==> src/rtl/coll_pkg.sv <==
// Shared collision-map types and constants for the tile-probe path.
package coll_pkg;

  localparam int TILES_X    = 64;
  localparam int TILES_Y    = 48;
  localparam int TILE_SHIFT = 4;

  typedef logic [1:0] tile_code_t;

  localparam tile_code_t TILE_EMPTY = 2'b00;
  localparam tile_code_t TILE_SOLID = 2'b01;

  typedef enum logic [1:0] {
    PROBE_BELOW,
    PROBE_ABOVE,
    PROBE_LEFT,
    PROBE_RIGHT
  } probe_id_t;

endpackage

==> src/rtl/collision_tile_arbiter_rr_arbiter.sv <==
// Combinational winner picker for the tile-probe arbiter.
// COLL_ARB_FIXED_PRIO_EN: lowest eligible index always wins and ptr is ignored.
module rr_arbiter #(
  parameter int N  = 4,
  parameter int PW = (N > 1) ? $clog2(N) : 1
) (
  input  logic [N-1:0]  eligible,
  input  logic [PW-1:0] ptr,
  output logic [N-1:0]  winner,
  output logic          found
);
  import coll_pkg::*;

  assign found = |eligible;

`ifdef COLL_ARB_FIXED_PRIO_EN
  logic [PW-1:0] unused_ptr;
  assign unused_ptr = ptr;

  assign winner = eligible & (~eligible + 1'b1);
`else
  logic [N-1:0] upper;

  always_comb begin
    upper = '0;
    for (int i = 0; i < N; i++) begin
      upper[i] = eligible[i] && (i >= int'(ptr));
    end
  end

  // Lowest set bit at or above ptr, else wrap to the lowest set bit overall.
  assign winner = (|upper) ? (upper & (~upper + 1'b1))
                           : (eligible & (~eligible + 1'b1));
`endif

endmodule

==> src/rtl/collision_tile_arbiter.sv <==
// Shares the collision map ROM between tile probes with a 3-cycle fixed latency.
// COLL_ARB_FIXED_PRIO_EN selects fixed priority (index 0 highest) instead of round-robin.
module collision_tile_arbiter #(
  parameter int         N_REQ    = 4,
  parameter int         TILES_X  = coll_pkg::TILES_X,
  parameter int         TILES_Y  = coll_pkg::TILES_Y,
  parameter int         ROM_AW   = 12,
  parameter logic [1:0] OOB_CODE = coll_pkg::TILE_SOLID
) (
  input  logic               clk,
  input  logic               rst_n,
  input  logic [N_REQ-1:0]   req,
  input  logic [N_REQ*7-1:0] req_tile_x,
  input  logic [N_REQ*6-1:0] req_tile_y,
  output logic [N_REQ-1:0]   gnt,
  output logic [N_REQ-1:0]   rsp_valid,
  output logic [N_REQ*2-1:0] rsp_tile,
  output logic               rom_en,
  output logic [ROM_AW-1:0]  rom_addr,
  input  logic [1:0]         rom_data,
  output logic               busy
);
  import coll_pkg::*;

  localparam int PW = (N_REQ > 1) ? $clog2(N_REQ) : 1;
  localparam int XB = $clog2(TILES_X);
  localparam int XW = 7;
  localparam int YW = 6;

  logic [PW-1:0]    ptr;
  logic [N_REQ-1:0] in_flight;
  logic [N_REQ-1:0] eligible;
  logic [N_REQ-1:0] win_oh;
  logic             found;
  logic [PW-1:0]    win_idx;
  logic [XW-1:0]    sel_x;
  logic [YW-1:0]    sel_y;
  logic             in_map;

  logic             s1_vld, s1_oob, s2_vld, s2_oob;
  logic [N_REQ-1:0] s1_tag, s2_tag;
  tile_code_t       rsp_code;

  assign eligible = req & ~in_flight;

  rr_arbiter #(.N(N_REQ), .PW(PW)) u_arb (
    .eligible (eligible),
    .ptr      (ptr),
    .winner   (win_oh),
    .found    (found)
  );

  always_comb begin
    win_idx = '0;
    sel_x   = '0;
    sel_y   = '0;
    for (int i = 0; i < N_REQ; i++) begin
      if (win_oh[i]) begin
        win_idx = PW'(i);
        sel_x   = req_tile_x[XW*i +: XW];
        sel_y   = req_tile_y[YW*i +: YW];
      end
    end
  end

  assign in_map   = (32'(sel_x) < TILES_X) && (32'(sel_y) < TILES_Y);
  assign rsp_code = s2_oob ? OOB_CODE : rom_data;
  assign busy     = |in_flight;

  always_ff @(posedge clk or negedge rst_n) begin
    if (!rst_n) begin
      gnt       <= '0;
      rsp_valid <= '0;
      rsp_tile  <= '0;
      rom_en    <= 1'b0;
      rom_addr  <= '0;
      ptr       <= '0;
      in_flight <= '0;
      s1_vld    <= 1'b0;
      s1_oob    <= 1'b0;
      s1_tag    <= '0;
      s2_vld    <= 1'b0;
      s2_oob    <= 1'b0;
      s2_tag    <= '0;
    end else begin
      gnt    <= win_oh;
      rom_en <= found && in_map;
      if (found && in_map) begin
        rom_addr <= ROM_AW'({sel_y, sel_x[XB-1:0]});
      end
      if (found) begin
        ptr <= (win_idx == PW'(N_REQ - 1)) ? '0 : win_idx + 1'b1;
      end

      s1_vld <= found;
      s1_tag <= win_oh;
      s1_oob <= !in_map;
      s2_vld <= s1_vld;
      s2_tag <= s1_tag;
      s2_oob <= s1_oob;

      rsp_valid <= s2_vld ? s2_tag : '0;
      for (int i = 0; i < N_REQ; i++) begin
        if (s2_vld && s2_tag[i]) begin
          rsp_tile[2*i +: 2] <= rsp_code;
        end
      end

      // A set needs in_flight=0 and a clear needs in_flight=1, so they never collide.
      in_flight <= (in_flight | win_oh) & ~(s2_vld ? s2_tag : '0);
    end
  end

endmodule

==> config.mk <==
export PLATFORM = sky130hd
export DESIGN_NAME = collision_tile_arbiter
export DESIGN_NICKNAME = d
export VERILOG_FILES = /design/src/rtl/coll_pkg.sv /design/src/rtl/collision_tile_arbiter_rr_arbiter.sv /design/src/rtl/collision_tile_arbiter.sv
export SDC_FILE = /design/constraint.sdc
export NUM_CORES = 1
export LEC_CHECK = 0
export ABC_AREA = 1
export CAP_MARGIN = 15
export CELL_PAD_IN_SITES_DETAIL_PLACEMENT = 0
export CELL_PAD_IN_SITES_GLOBAL_PLACEMENT = 2
export CORE_ASPECT_RATIO = 0.75
export CORE_MARGIN = 10
export CORE_UTILIZATION = 20
export DETAILED_ROUTE_END_ITERATION = 16
export GPL_ROUTABILITY_DRIVEN = 0
export MAX_ROUTING_LAYER = met4
export PLACE_DENSITY_LB_ADDON = 0.1
export SETUP_SLACK_MARGIN = 0.2
export SYNTH_ARGS = -nofsm -noshare
export SYNTH_HDL_FRONTEND = slang
export SYNTH_SLANG_ARGS = --single-unit
==> constraint.sdc <==
create_clock -name clk -period 1.7 [get_ports clk]
set_clock_uncertainty 0.15 [all_clocks]
set_input_delay 0.17 -clock clk [delete_from_list [all_inputs] [get_ports clk]]
set_output_delay 0.17 -clock clk [all_outputs]
set_load 0.1 [all_outputs]
== Word-level counts from Yosys, hierarchy flattened ==
Index checks and enable logic that the tools add are counted.

* Bits of input ports: 60
* Flip-flop bits (word level): 43
* Word-level logic and storage cells: 61
* Output and inout bits: 30

* Equal/unequal tests: 1
* Mux-type cells: 15
* Magnitude comparators: 5
* Reduce and logical (&&, ||, !) cells: 13
* Add/sub/neg operators: 3
* Bitwise operators: 9

{| class="wikitable"
|+ Operators by type and width
! cell !! count
|-
| $mux 7 || 4
|-
| $mux 6 || 4
|-
| $and 4x4->4 || 4
|-
| $not 4->4 || 4
|-
| $reduce_or 4->1 || 3
|-
| $logic_and 1x1->1 || 9
|-
| $add 4x1->4 const B || 2
|-
| $mux 2 || 4
|-
| $mux 4 || 2
|-
| $lt 7x7->1 const B || 1
|-
| $lt 6x6->1 const B || 1
|-
| $ge 1x2->1 const A || 2
|-
| $or 4x4->4 || 1
|-
| $add 2x1->2 const B || 1
|-
| $eq 2x2->1 const B || 1
|-
| $ge 2x2->1 const A || 1
|-
| $logic_not 1->1 || 1
|-
| $mux 1 || 1
|}

== Longest topological paths before layout ==
Gate-level depths: netlist of run 1.

* Depth in word-level cells: 14
* Gate-level depth with buffers: 16
* Gate-level depth less buffers: 15

== Modules after synthesis ==
Synthesis of run 1 repeated with hierarchy kept, for this count alone.

* Cells, all modules: 283
* Area, all modules: 2095.8 sq um

{| class="wikitable"
|+ By module, submodules not included
! module !! area an instance (sq um) !! times used !! seq. area each (sq um) !! cells an instance
|-
| collision_tile_arbiter || 1981.9 || 1 || 1076.0 || 258
|-
| rr_arbiter || 113.9 || 1 || 0.0 || 25
|}

== Worst setup path after synthesis of run 1 ==
No wires, ideal clock.

* Kind: register -> register
* Start: reg in_flight[0]
* End: reg rom_addr[0]
* Data required time: 1.428 ns
* Library setup time: 0.122 ns
* Path buffers: 1
* Clock period less this slack: 1.816 ns
* Path slack: -0.116 ns
* Stages on the path, launching flop included: 16
* Data arrival time: 1.544 ns
* Cells stage by stage: dfrtp_1 -> nor2_2 -> nand2_1 -> nand2_2 -> nor2_4 -> nand2_2 -> nand2_2 -> nor2_2 -> nand2_1 -> nand2_1 -> nand2_2 -> nand2_4 -> nand3_2 -> buf_6 -> nand2_1 -> nand2_1

* Cells in the longest elaborated chain, start to end: 14
* Elaborated cells on any way between the ends: 24
* Classes of those cells: add/sub (2); order compare (2); mux (9); bitwise (6); reduce/logical (5)

{| class="wikitable"
|+ Ends and longest elaborated chain
! element !! RTL line !! RTL
|-
| from (decl) || collision_tile_arbiter.sv:31 || <nowiki>logic [N_REQ-1:0] in_flight;</nowiki>
|-
| from (signal assigned) || collision_tile_arbiter.sv:110 || <nowiki>in_flight <= (in_flight | win_oh) & ~(s2_vld ? s2_tag : '0);</nowiki>
|-
| $not 4->4 (*) || collision_tile_arbiter.sv:44 || <nowiki>assign eligible = req & ~in_flight;</nowiki>
|-
| $and 4x4->4 (*) || collision_tile_arbiter.sv:44 ||
|-
| $logic_and 1x1->1 || collision_tile_arbiter_rr_arbiter.sv:27 || <nowiki>upper[i] = eligible[i] && (i >= int'(ptr));</nowiki>
|-
| $not 4->4 || collision_tile_arbiter_rr_arbiter.sv:32 || <nowiki>assign winner = (|upper) ? (upper & (~upper + 1'b1))</nowiki>
|-
| $add 4x1->4 || collision_tile_arbiter_rr_arbiter.sv:32 ||
|-
| $and 4x4->4 || collision_tile_arbiter_rr_arbiter.sv:32 ||
|-
| $mux 4 || collision_tile_arbiter_rr_arbiter.sv:32 ||
|-
| $mux 7 / $mux 6 (equally long branches) (4 in a row) || collision_tile_arbiter.sv:58 || <nowiki>if (win_oh[i]) begin</nowiki>
|-
| $lt 7x7->1 / $lt 6x6->1 (equally long branches) || collision_tile_arbiter.sv:66 || <nowiki>assign in_map = (32'(sel_x) < TILES_X) && (32'(sel_y) < TILES_Y);</nowiki>
|-
| $logic_and 1x1->1 || collision_tile_arbiter.sv:66 ||
|-
| $logic_and 1x1->1 || collision_tile_arbiter.sv:88 || <nowiki>if (found && in_map) begin</nowiki>
|-
| to (signal assigned) || collision_tile_arbiter.sv:89 || <nowiki>rom_addr <= ROM_AW'({sel_y, sel_x[XB-1:0]});</nowiki>
|-
| to (decl) || collision_tile_arbiter.sv:19 || <nowiki>output logic [ROM_AW-1:0] rom_addr,</nowiki>
|}

Every way passes the cells marked *; elsewhere a longest branch is shown, timed or not.
A chain may end at the register's enable or synchronous reset.

== Worst setup path in the final report of run 1 ==
* Start: reg ptr[0]
* End: reg rom_addr[6]

* Cells in the longest elaborated chain, start to end: 13
* Elaborated cells on any way between the ends: 23
* Classes of those cells: add/sub (1); order compare (5); mux (9); bitwise (2); reduce/logical (6)

{| class="wikitable"
|+ Ends and longest elaborated chain
! element !! RTL line !! RTL
|-
| from (decl) || collision_tile_arbiter.sv:30 || <nowiki>logic [PW-1:0] ptr;</nowiki>
|-
| from (signal assigned) || collision_tile_arbiter.sv:92 || <nowiki>ptr <= (win_idx == PW'(N_REQ - 1)) ? '0 : win_idx + 1'b1;</nowiki>
|-
| $ge 1x2->1 || collision_tile_arbiter_rr_arbiter.sv:27 ||
|-
| $logic_and 1x1->1 || collision_tile_arbiter_rr_arbiter.sv:27 ||
|-
| $not 4->4 || collision_tile_arbiter_rr_arbiter.sv:32 ||
|-
| $add 4x1->4 || collision_tile_arbiter_rr_arbiter.sv:32 ||
|-
| $and 4x4->4 || collision_tile_arbiter_rr_arbiter.sv:32 ||
|-
| $mux 4 (*) || collision_tile_arbiter_rr_arbiter.sv:32 ||
|-
| $mux 7 / $mux 6 (equally long branches) (4 in a row) || collision_tile_arbiter.sv:58 ||
|-
| $lt 7x7->1 / $lt 6x6->1 (equally long branches) || collision_tile_arbiter.sv:66 ||
|-
| $logic_and 1x1->1 || collision_tile_arbiter.sv:66 ||
|-
| $logic_and 1x1->1 || collision_tile_arbiter.sv:88 ||
|}

Marks and branches as above.

==> metrics, run 1 <==
All-Layer GR Usage=approximately 10%; Synth cell types=21; met1 WL=3790 µm; 1st-iter DRT viols=between 100 and 150; Max Clk Rate=between 500 and 600 MHz; Crit path required time=around 1.7 ns; Total Wirelength=approximately 7300 µm; delay-heaviest family, CP=simple AND/OR/NAND/NOR gates; CTS Buf Count=5; P per Cell Area=about 1700 mW/mm²; worst hold path class=register to register; Reg area=~0.0011 mm²; DP HPWL=6000 µm; WHS Endpoint=s2_vld; status=complete, but fails checks; Worst-path clk slew=roughly 0.060 ns; antenna viol nets, final=0; final hold violations=0; Mapped Cells=246; MaxCap Viol Count=0; worst hold margin=0.197 ns; # IOs=90; CTS root buffer=clkbuf_16; final non-filler cell total=a little over 500; share of layout cells above drive strength 1=between 30 and 40%; final setup vio count=15; H-Tree Depth=2; Wirelength per Cell=14.3 µm; total gr overflow=0; final net count=437; met3 WL=303 µm; first-pass GRT wire length=approximately 11000 µm; TritonCTS clock tree=built; reg2reg path depth=13; CTS max path bufs=2; R2R Setup Slk=-0.22 ns; vias in the first global route=2247; Avg Vias per Cell=3.91; worst-skew pair later-pin latency=between 0.2 and 0.3 ns; critical path type=register to register; Final Cycle Share=113%; slowest stage delay, CP=around 0.41 ns; Fillers=slightly below 1000; Worst slew margin=around 70%; max-slew violations=0; Buf/Inv on CP=3; CP startpoint kind=register; antenna violations before repair=0; max layer used=met4; cell area after synthesis=around 0.002 mm²; die area=0.0145 mm²; critical path endpoint category=register; area grow syn2layout=94.8%; worst hold start=s1_vld; die height=around 110 µm; Reg2Reg Capture Point=rom_addr[6]; critical-path cell list=nor2_2 > nand2_2 > nand2_2 > nor2_4 > nand2_2 > nand2_4 > buf_4 > buf_4 > buf_6 > nand2_1 > nand4_1 > nand4_1 > nand2_1; # DRC=0; Seq/Total Area, Yosys=53.4%; Worst Tran Pin Value=between 0.4 and 0.5 ns; RSZ-0062 raised after global routing=true; multi-input logic area=895 µm²; Detailed Routing Iterations Pass 1=4; Setup WS post-layout=-0.219 ns; WP data arrival=1.94 ns; FF-to-FF Start=ptr[0]; largest net degree at the start of global routing=27; Core Area=about 0.0097 mm²; vias after detailed routing=between 1500 and 2000; Hold Path Stages=0; Pleak=0.00191 µW; Max FO, Critical Path=7; input/output buffers=between 80 and 90; maximum VDD drop=around 0.66 mV; highest-delay cell along the critical path=dfrtp_1; # diodes=0; routed length on met2=3150 µm; Rows=31; Avg Inst Size Synth=between 8 and 9 µm²; syn_nets=approximately 310; effective utilization at floorplan=between 20% and 30%; failing checks=setup timing; Setup TNS Final=-2.85 ns; Clock Sinks=43; FF+latch count, synth=43; Final Critical Period=between 1.5 and 2 ns; Crit path top cell by count=nand2_2; Ys Warns=0; Cells after DPL=about 500; Die Span X=~140 µm
## routing by layer
| metal | vias up | GRT usage, % |
|---|---|---|
| li1 | 1053 | - |
| met1 | 886 | 14.0 |
| met2 | 55 | 14.8 |
| met3 | 2 | 2.38 |
| met4 | 0 | 2.35 |
| met5 | - | - |
## logic make-up after synthesis
| group | count (synthesis) | share of synthesized area (%) |
|---|---|---|
| buf+inv | 29 | 6.40 |
| flops | 43 | 53.4 |
| compound gates | 9 | 2.36 |
| simple gates | 165 | 37.8 |
## cells in the mapped netlist
cell type  count  area (µm²)
nand2_1      110         413
dfrtp_1       43        1080
nand4_1       27         169
inv_1         15        56.3
nand2_2        9        56.3
nor2_1         7        26.3
inv_2          6        22.5
a21oi_1        4        20.0
buf_2          4        20.0
nand3_1        3        15.0
nand3_2        3        30.0
o21ai_0        3        15.0
buf_4          2        15.0
nor2_2         2        12.5
nor2_4         2        22.5
buf_6          1        11.3
clkbuf_1       1        3.75
nand2_4        1        11.3
o21ai_1        1        5.00
o21bai_1       1        7.51
or2_2          1        6.26
## stage by stage
step | power [µW] | cell area [µm²] | setup slack, ns | utilization (%)
floorplan | 3800 | 2030 | -0.0579 | -
global placement | 5480 | 3570 | -0.549 | 36.7
detailed placement | 5470 | 3570 | -0.600 | 36.7
CTS | 6580 | 3840 | -0.241 | 39.4
global route | 6920 | 3930 | -0.389 | 40.3
finish | 6590 | 3930 | -0.219 | 40.3
## power by group
part	switching [µW]	total, µW	internal (µW)	leakage [µW]
registers	319	1670	1350	0.000537
logic	2490	4020	1540	0.00131
clock network	362	903	541	0.0000669
total	3170	6590	3430	0.00191
## sequential cells by signal, summed over array words and instances (netlist names)
name,flops
in_flight,4
ptr,2
s1_tag,4
rom_addr,12
s1_vld,1
rsp_tile,8
rom_en,1
s2_oob,1
s1_oob,1
rsp_valid,4
s2_tag,4
s2_vld,1
## how the worst max path moves through the flow
stage / start / depth (start not counted) / endpoint
2_1_floorplan: ptr[0] / 15 / rom_addr[0]
3_3_place_gp: req[0] / 16 / rom_addr[5]
3_5_place_dp: req[0] / 16 / rom_addr[8]
4_1_cts: in_flight[0] / 14 / rom_addr[4]
5_1_grt: ptr[0] / 13 / rom_addr[8]
6_report: ptr[0] / 13 / rom_addr[6]
## area by class of cell
type / instances / share of cell area, %
clock buffer: 6 / 3.28
timing repair buffer: 131 / 39.9
inverter: 21 / 2.07
tap: 132 / 4.21
sequential: 43 / 27.4
clock inverter: 2 / 0.319
multi-input combinational: 175 / 22.8
## layout by cell type, fill, tap and decap left out, drive strengths merged
cell           synthesis  routed
dlygate4sd3            0       1
or2                    1       1
nand2                120     120
nor2                  11      11
nand3                  6       7
nand4                 27      27
a21oi                  4       4
clkdlybuf4s50          0      57
dfrtp                 43      43
clkbuf                 1       6
o21ai                  4       4
clkinvlp               0       1
dlymetal6s2s           0       1
o21bai                 1       1
inv                   21      21
clkinv                 0       1
buf                    7      72
## timing repair
item / CTS / global route
cloned: 1 / 0
setup buffers: 7 / 6
endpoints found under the setup margin: 19 / 22
gates resized for setup: 14 / 14
hold buffers: 1 / 0
pin swaps: 15 / 9
endpoints found under the hold margin: 17 / 0
Power figures use the tool's default switching activity.
==> run 2: changes to the inputs <==
--- a/config.mk
+++ b/config.mk
@@ -7,15 +7,13 @@
 export LEC_CHECK = 0
 export ABC_AREA = 1
 export CAP_MARGIN = 15
-export CELL_PAD_IN_SITES_DETAIL_PLACEMENT = 0
-export CELL_PAD_IN_SITES_GLOBAL_PLACEMENT = 2
 export CORE_ASPECT_RATIO = 0.75
-export CORE_MARGIN = 10
-export CORE_UTILIZATION = 20
+export CORE_MARGIN = 2
+export CORE_UTILIZATION = 38
 export DETAILED_ROUTE_END_ITERATION = 16
 export GPL_ROUTABILITY_DRIVEN = 0
 export MAX_ROUTING_LAYER = met4
-export PLACE_DENSITY_LB_ADDON = 0.1
+export PLACE_DENSITY = 0.77
 export SETUP_SLACK_MARGIN = 0.2
 export SYNTH_ARGS = -nofsm -noshare
 export SYNTH_HDL_FRONTEND = slang
==> run 2 against run 1 <==
Against the previous run: the flow still finishes with violations (setup timing); critical path depth decreased by 1; largest power group unchanged; non-clock buffer count decreased by 3; core utilization increased by 35 points; register-to-register slack got worse by 0.03 ns; die area decreased by 59%; final cell count decreased by 13%.
==> metrics, run 2 (synthesized netlist as in run 1, its figures left out) <==
status=complete, but fails checks; failing checks=setup timing; worst slack, placed=-0.467 ns; # diodes=0; Biggest register=rom_addr; Final Cycle Share=115%; largest net degree at the start of global routing=44; max-slew violations=0; Crit path required time=between 1.5 and 2 ns; max reg flops=12; Wirelength per Cell=between 10 and 15 µm; Total Wirelength=~6300 µm; CP startpoint kind=register; delay-heaviest family, CP=simple AND/OR/NAND/NOR gates; Final Critical Period=around 1.9 ns; vias in the first global route=~2100; DP HPWL=approximately 4700 µm; worst hold margin=0.215 ns; CTS Buf Count=5; worst hold path class=register to register; 1st-iter DRT viols=a little over 90; RSZ-0062 raised after global routing=true; R2R Setup Slk=-0.25 ns; critical-path cell list=nor2_4 > nand2_2 > nand2_2 > nor2_4 > nand2_2 > nand2_4 > nand2_2 > nand3_2 > nor2_4 > buf_6 > nand4_1 > nand2_1; critical path endpoint category=register; final non-filler cell total=about 450; Detailed Routing Iterations Pass 1=4; first-pass GRT wire length=9460 µm; All-Layer GR Usage=21.5%; Max Clk Rate=approximately 510 MHz; # DRC=0; Fillers=326; multi-input logic area=~900 µm²; Max FO, Critical Path=6; Pleak=around 0.0019 µW; Worst Tran Pin Value=between 0.5 and 0.6 ns; CTS root buffer=clkbuf_8; MaxCap Viol Count=0; die area=roughly 0.0059 mm²; area grow syn2layout=87.8%; most frequent cells in the layout=102 x nand2_1, 58 x clkdlybuf4s50_1, 43 x dfrtp_1; final net count=about 430; met2 usage=approximately 37%; TritonCTS clock tree=built; met1 Usage GRT=between 20 and 30%; worst-skew pair later-pin latency=0.30 ns; final hold violations=0; maximum VDD drop=0.944 mV; met3 Use GR=roughly 5.2%; gr busiest metal=met2; PnR Total Power=roughly 6500 µW; antenna violations before repair=0; Crit path top cell by count=nand2_2; fin util=between 70 and 80%; total gr overflow=0; antenna viol nets, final=0; die height=67.1 µm; slowest stage delay, CP=between 0.4 and 0.5 ns; Clock Sinks=43; commonest non-fill, non-tap cell in the layout=nand2_1; P per Cell Area=1710 mW/mm²; Core Area=0.00501 mm²; Avg Vias per Cell=a little under 5; WP data arrival=roughly 2.0 ns; share of layout cells above drive strength 1=a little under a third; final setup vio count=15; highest-delay cell along the critical path=dfrtp_1; Worst-path clk slew=roughly 0.080 ns; top flop regs=rom_addr x12, rsp_tile x8; CTS max path bufs=2; Buf/Inv on CP=1; vias after detailed routing=~2200; Setup WS post-layout=-0.248 ns; # IOs=90; Rows=22; Worst slew margin=about two thirds; Reg area=between 0.001 and 0.0015 mm²; Cells after DPL=roughly 430; critical path type=register to register; input/output buffers=89; H-Tree Depth=2; Die Span X=a little under 90 µm; effective utilization at floorplan=between 40% and 50%
run 2: changes by cell type in the layout (fill, tap and decap cells not counted), moves of 2 or more:
cell and change:
clkbuf_8 +5, buf_12 -3, nand3_2 -2, buf_6 +7
o21ai_2 -2, o21ai_1 +2, clkbuf_16 -5, buf_4 -7
nand3_4 +2
run 2: worst register-to-register path, stage by stage (launching register included):
cell and delay, ns:
dfrtp_1 0.42, nor2_4 0.14, nand2_2 0.09, nand2_2 0.10, nor2_4 0.04, nand2_2 0.09, nand2_4 0.09, nand2_2 0.07
nand3_2 0.09, nor2_4 0.24, buf_6 0.16, nand4_1 0.12, nand2_1 0.09
run 2: final cells by class:
cell class	instances	share of cell area [%]
clock buffer	6	1.92
clock inverter	1	0.794
inverter	21	2.15
multi-input combinational	175	23.9
sequential	43	28.4
tap	72	2.38
timing repair buffer	128	40.5
run 2: final timing paths:
path                                   start          end  cells after the start
worst max-delay path            in_flight[0]  rom_addr[5]                     12
min in group asynchronous              rst_n  rsp_tile[5]                      3
worst max register to register  in_flight[0]  rom_addr[5]                     12
worst min-delay path                  s1_vld       s2_vld                      0
worst min register to register        s1_vld       s2_vld                      0
max in group asynchronous              rst_n       ptr[1]                      3
run 2: metal layers:
| layer | vias to the layer above | wire (µm) |
|---|---|---|
| met5 | - | 0 |
| met4 | 0 | 161 |
| met3 | 15 | 397 |
| met2 | 95 | 3170 |
| met1 | 1001 | 2600 |
| li1 | 1044 | - |
run 2: timing repair:
item / in CTS / in global routing
gates resized for setup: 6 / 27
endpoints found under the hold margin: 43 / 0
endpoints found under the setup margin: 16 / 22
buffers inserted: 6 / 4
cloned: 1 / 0
hold buffers: 1 / 0
pin swaps: 6 / 17
run 2: power breakdown:
group | internal (µW) | leakage [µW] | switching [µW]
Clock | 431 | 0.0000513 | 337
Sequential | 1340 | 0.000537 | 347
Combinational | 1530 | 0.00128 | 2490
Total | 3300 | 0.00187 | 3170
run 2: metrics by stage:
step	area, µm²	setup TNS (ns)
after global placement	3470	-5.66
after detailed placement	3470	-6.38
after floorplan	2030	-0.521
after CTS	3660	-1.98
after global routing	3780	-4.88
final	3780	-2.95
